**src/rtl/instr_fetch_unit.sv**
```systemverilog
// Instruction fetch unit: issues one word read at a time, delivers each
// returned instruction with its PC, and supports stall and redirect.
module instr_fetch_unit #(
  parameter logic [31:0] RESET_PC  = 32'h0000_0000,
  parameter logic [31:0] NOP_INSTR = 32'h0000_0013
) (
  input  logic        clk,
  input  logic        rst,
  input  logic        stall,
  input  logic        redirect_valid,
  input  logic [31:0] redirect_pc,
  output logic        imem_req,
  output logic [31:0] imem_addr,
  input  logic        imem_rvalid,
  input  logic [31:0] imem_rdata,
  output logic [31:0] instruction_out,
  output logic [31:0] pc_out,
  output logic        instr_valid
);

  typedef enum logic [1:0] {
    FETCH = 2'd0,
    WAIT  = 2'd1,
    HOLD  = 2'd2
  } state_t;

  state_t      state_q;
  logic [31:0] pc_q;
  logic        discard_q;
  logic [31:0] hold_buf_q;
  logic [31:0] instr_q;
  logic [31:0] pc_out_q;
  logic        valid_q;

  // Redirect target with the byte-offset bits forced to zero.
  logic [31:0] redirect_tgt;
  assign redirect_tgt = redirect_pc & 32'hFFFF_FFFC;

  // Request is a pure function of state; suppressed while reset is held.
  assign imem_req        = (state_q == FETCH) && !rst;
  assign imem_addr       = pc_q;
  assign instruction_out = instr_q;
  assign pc_out          = pc_out_q;
  assign instr_valid     = valid_q;

  // Fetch FSM with registered delivery outputs; redirect outranks a
  // returning response, which outranks stall.
  always_ff @(posedge clk) begin
    if (rst) begin
      pc_q       <= RESET_PC;
      state_q    <= FETCH;
      discard_q  <= 1'b0;
      hold_buf_q <= 32'h0;
      instr_q    <= NOP_INSTR;
      pc_out_q   <= 32'h0;
      valid_q    <= 1'b0;
    end else begin
      valid_q <= 1'b0;
      unique case (state_q)
        FETCH: begin
          // The request at the old pc goes out regardless; a redirect
          // here marks its response as stale.
          state_q <= WAIT;
          if (redirect_valid) begin
            pc_q      <= redirect_tgt;
            discard_q <= 1'b1;
          end
        end
        WAIT: begin
          if (redirect_valid) begin
            pc_q <= redirect_tgt;
            if (imem_rvalid) begin
              // Stale response consumed this cycle; nothing left in flight.
              discard_q <= 1'b0;
              state_q   <= FETCH;
            end else begin
              // Response still in flight; drop it when it arrives.
              discard_q <= 1'b1;
            end
          end else if (imem_rvalid) begin
            if (discard_q) begin
              discard_q <= 1'b0;
              state_q   <= FETCH;
            end else if (!stall) begin
              instr_q  <= imem_rdata;
              pc_out_q <= pc_q;
              valid_q  <= 1'b1;
              pc_q     <= pc_q + 32'd4;
              state_q  <= FETCH;
            end else begin
              hold_buf_q <= imem_rdata;
              state_q    <= HOLD;
            end
          end
        end
        HOLD: begin
          if (redirect_valid) begin
            pc_q    <= redirect_tgt;
            state_q <= FETCH;
          end else if (!stall) begin
            instr_q  <= hold_buf_q;
            pc_out_q <= pc_q;
            valid_q  <= 1'b1;
            pc_q     <= pc_q + 32'd4;
            state_q  <= FETCH;
          end
        end
        default: state_q <= FETCH;
      endcase
    end
  end

endmodule

```
**config.mk**
```make
export PLATFORM = sky130hd
export DESIGN_NAME = instr_fetch_unit
export DESIGN_NICKNAME = d
export VERILOG_FILES = /design/src/rtl/instr_fetch_unit.sv
export SDC_FILE = /design/constraint.sdc
export NUM_CORES = 1
export LEC_CHECK = 0
export ABC_CLOCK_PERIOD_IN_PS = 4160
export CORE_MARGIN = 5
export CORE_UTILIZATION = 54
export CTS_BUF_LIST = sky130_fd_sc_hd__clkbuf_8
export CTS_CLUSTER_SIZE = 12
export DETAILED_ROUTE_END_ITERATION = 8
export GPL_TIMING_DRIVEN = 0
export PLACE_DENSITY = 0.86
export RECOVER_POWER = 100
export SYNTH_ARGS = -nofsm -noshare
export SYNTH_HDL_FRONTEND = slang
export SYNTH_SLANG_ARGS = --single-unit
```
**constraint.sdc**
```tcl
create_clock -name clk -period 4.16 [get_ports clk]
set_input_delay 0.624 -clock clk [delete_from_list [all_inputs] [get_ports clk]]
set_output_delay 0.624 -clock clk [all_outputs]
set_load 0.02 [all_outputs]
```
==> metrics.csv <==
stage,metric,value,unit
pwr,Clk pwr share,34.1,%
setup_path,Crit-path slowest cell,nor3b_1,
detailed_routing,DRT antenna net count,0,
sta,Setup Skew,9.223,ps
setup_path,"Req. time, crit path",4530,ps
setup_path,crit-path max FO,8,
logic_synthesis,syn avg cell area,8.565,um2
clock_network,CTS tree,yes,
logic_synthesis,Main synth FF type,dfxtp_1,
logic_synthesis,sequential area share after synthesis,42.44,%
clock_network,CTS sink cnt,128,
logic_synthesis,"Cell Area, Synth",0.006038,mm2
clock_network,CTS root buffer,clkbuf_8,
detailed_routing,WL final,19170,um
setup_path,critical path startpoint category,flop,
setup_path,Worst setup EP type,flop,
finish,NumNets Final,961,
global_route,first-pass GRT wire length,30680,um
sta,Setup-failing EPs final,0,
pwr,switch share,30.95,%
global_route,vias in the first global route,6107,
pwr,P_int,2246,uW
floorplanning,Initial Util,55.46,%
finish,# diodes,0,
logic_synthesis,largest area contributor in the netlist,dfxtp_1,
worst_hold_path,Worst Hold Class,reg2reg,
floorplanning,die span in x,115.7,um
pwr,Peak VDD IR,0.0002866,V
sta,worst-margin pin slew,1119,ps
sta,Fin. Hold Viols,0,
pwr,switching power total,1007,uW
run_status,run status,finished clean,
pwr,Comb pwr share,22.5,%
sta,f_max,321.8,MHz
logic_synthesis,Synth Instances,705,
clock_network,clk buf depth,2,
logic_synthesis,ys async rst share,0,%
logic_synthesis,#FFs+latches synth,128,
setup_path,critical path arrival,3470,ps
floorplanning,core area,0.01089,mm2
logic_synthesis,synth top area cells,"dfxtp_1, mux2i_1, nand2_1, nor2_1, a21oi_1",
pwr,LEAKAGE,0.003316,uW
finish,share of layout cells above drive strength 1,6.897,%
pwr,sequential fraction of design power,43.4,%
sta,Slew HR,25.24,%
placement,area post-placement,0.007816,mm2
global_route,pin count of the biggest net entering global routing,17,
logic_synthesis,Yosys warning total,0,
sta,Pins Over Slew Limit,0,
floorplanning,die height,115.7,um
clock_network,# hold bufs at CTS,0,
global_route,GRT overflow,0,
clock_network,clk_lat worst skew,440,ps
setup_path,CP cell instances,inv_1 -> ha_1 -> nor3b_1 -> o2111ai_1 -> or2_0 -> mux2_2 -> o21ai_0,
clock_network,# resized after CTS,0,
logic_synthesis,most frequent cell after synthesis,dfxtp_1,
setup_path,Bufs and invs on worst path,1,
clock_network,postcts setup bufs,0,
clock_network,clk slew on worst S/H paths,80,ps
sta,TNS Setup,0,ps
floorplanning,Core Rows,38,
logic_synthesis,post-synth cell types,66,
worst_hold_path,min-delay src,hold_buf_q[23]$_SDFFE_PP0P_,
setup_path,reg2reg start,state_q[0]$_SDFFE_PP0P_,
placement,IO buf count,159,
logic_synthesis,most frequent cells after synthesis,"dfxtp_1, nand2_1, nor2_1, mux2i_1, a21oi_1",
floorplanning,IO Pins,167,
sta,Final min period,3107,ps
sta,crit share post-route,74.70,%
flow_run,Max-Cap Viols,0,
placement,DP HPWL,13940,um
finish,fin area,0.008153,mm2
setup_path,Critical Path Source,state_q[0]$_SDFFE_PP0P_,
sta,RSZ-0062 raised after global routing,no,
finish,P&R area growth vs syn,35.02,%
setup_path,Worst Setup Path Type,reg2reg,
pwr,Pwr Density,399.0,mW/mm2
global_route,initial antenna violation count,0,
clock_network,TritonCTS Buffers,17,
detailed_routing,drt via density,5.788,
detailed_routing,Vias,6014,
detailed_routing,WL/cell,18.45,um
logic_synthesis,share of the synthesized area in the top cell type,42.44,%
setup_path,CP peak stage delay,930,ps
placement,placer's final routability congestion estimate,0.9464,
setup_path,flop2flop setup slack,1050,ps
detailed_routing,drt first pass iters,7,
logic_synthesis,number of enable flip-flop cells after synthesis,0,
detailed_routing,DR iter-0 viols,351,
finish,fill count,854,
detailed_routing,DRC,0,
floorplanning,die area,0.01340,mm2
clock_network,H-tree depth,4,
global_route,All-Layer GR Usage,28.76,%
setup_path,Top delay family on crit path,simple AND/OR/NAND/NOR gates,
## flip-flops by register name, summed over array words and instances (netlist names)
signal and flops:
discard_q 1, state_q 2, hold_buf_q 32, instruction_out 32, imem_addr 30, pc_out 30
instr_valid 1
## cells by family (layout without fill, tap and decap cells)
logic type / Yosys count / in the layout / synth area share (%)
multiplexers: 74 / 74 / 12.31
AND/OR/NAND/NOR: 276 / 276 / 21.47
AO/OA/AOI/OAI: 153 / 153 / 16.60
buffers and inverters: 67 / 258 / 5.885
flip-flops: 128 / 128 / 42.44
other: 1 / 4 / 0.06210
adder cells (fa/ha/maj): 6 / 6 / 1.243
## layout by cell type, fill, tap and decap left out, types with 3 or more instances in the layout
cell	instances
nor3_1	10
bufinv_16	3
buf_2	10
a221oi_1	3
dlygate4sd3_1	95
a41oi_1	4
nor2_1	92
dfxtp_1	128
and2_1	8
a21o_1	3
clkinvlp_4	3
or2_2	4
a211o_1	3
mux2i_1	72
nand2_1	94
nand2b_1	4
nand3_1	16
nand4_1	13
nor4_1	5
clkbuf_1	44
or2_0	4
a41o_1	3
o21ai_0	22
nor2b_1	5
a21oi_1	56
buf_4	5
clkinv_2	5
a211oi_1	37
ha_1	6
clkdlybuf4s50_1	64
conb_1	4
clkbuf_8	21
inv_1	8
## power by group through the flow
stage	combinational (uW)	sequential [uW]	clock (uW)
6_report	733	1410	1110
5_1_grt	786	1420	1180
4_1_cts	773	1410	1110
3_5_place_dp	765	1440	0
3_3_place_gp	749	1430	0
2_1_floorplan	325	1520	0
## per-stage QoR
stage | setup WS (ps) | hold slack [ps] | std cells | utilization, % | total power, uW
2_1_floorplan | 2095 | 436.0 | 708 | - | 1845
3_3_place_gp | 1339 | 441.6 | 1007 | 71.79 | 2182
3_5_place_dp | 1332 | 449.3 | 1007 | 71.79 | 2203
4_1_cts | 1532 | 459.4 | 1039 | 75.52 | 3294
5_1_grt | 826.9 | 481.8 | 1039 | 74.88 | 3388
6_report | 1053 | 457.2 | 1039 | 74.88 | 3253
## metal layers
layer	share of wire (%)	global-route usage (%)	wire [um]	vias up
met5	0	0	0	-
met4	1.8	8.430	347	0
met3	11	10.91	2200	43
met2	48	49.19	9187	323
met1	39	33.75	7429	2805
li1	-	-	-	2843
## worst min-delay path, cell delays in order (launching register included)
cell	delay, ps
dfxtp_1	310
nand2_1	50
a21oi_1	50
## path summary, 6_finish.rpt
check,cells after the start,end
worst max register to register,7,imem_addr[25]$_SDFFE_PP0P_
worst min register to register,2,hold_buf_q[23]$_SDFFE_PP0P_
worst max-delay path,7,imem_addr[25]$_SDFFE_PP0P_
worst min-delay path,2,hold_buf_q[23]$_SDFFE_PP0P_
## final cells by class
class / count / area [um2] / share of cell area (%)
Buffer: 61 / 280.3 / 3.438
Clock buffer: 19 / 261.5 / 3.207
Clock inverter: 13 / 145.1 / 1.780
Inverter: 6 / 22.52 / 0.2762
Multi-Input combinational cell: 513 / 3114 / 38.20
Sequential cell: 128 / 2562 / 31.43
Tap cell: 140 / 175.2 / 2.149
Timing Repair Buffer: 159 / 1592 / 19.52
No activity file was read; power rests on OpenSTA's default activity.
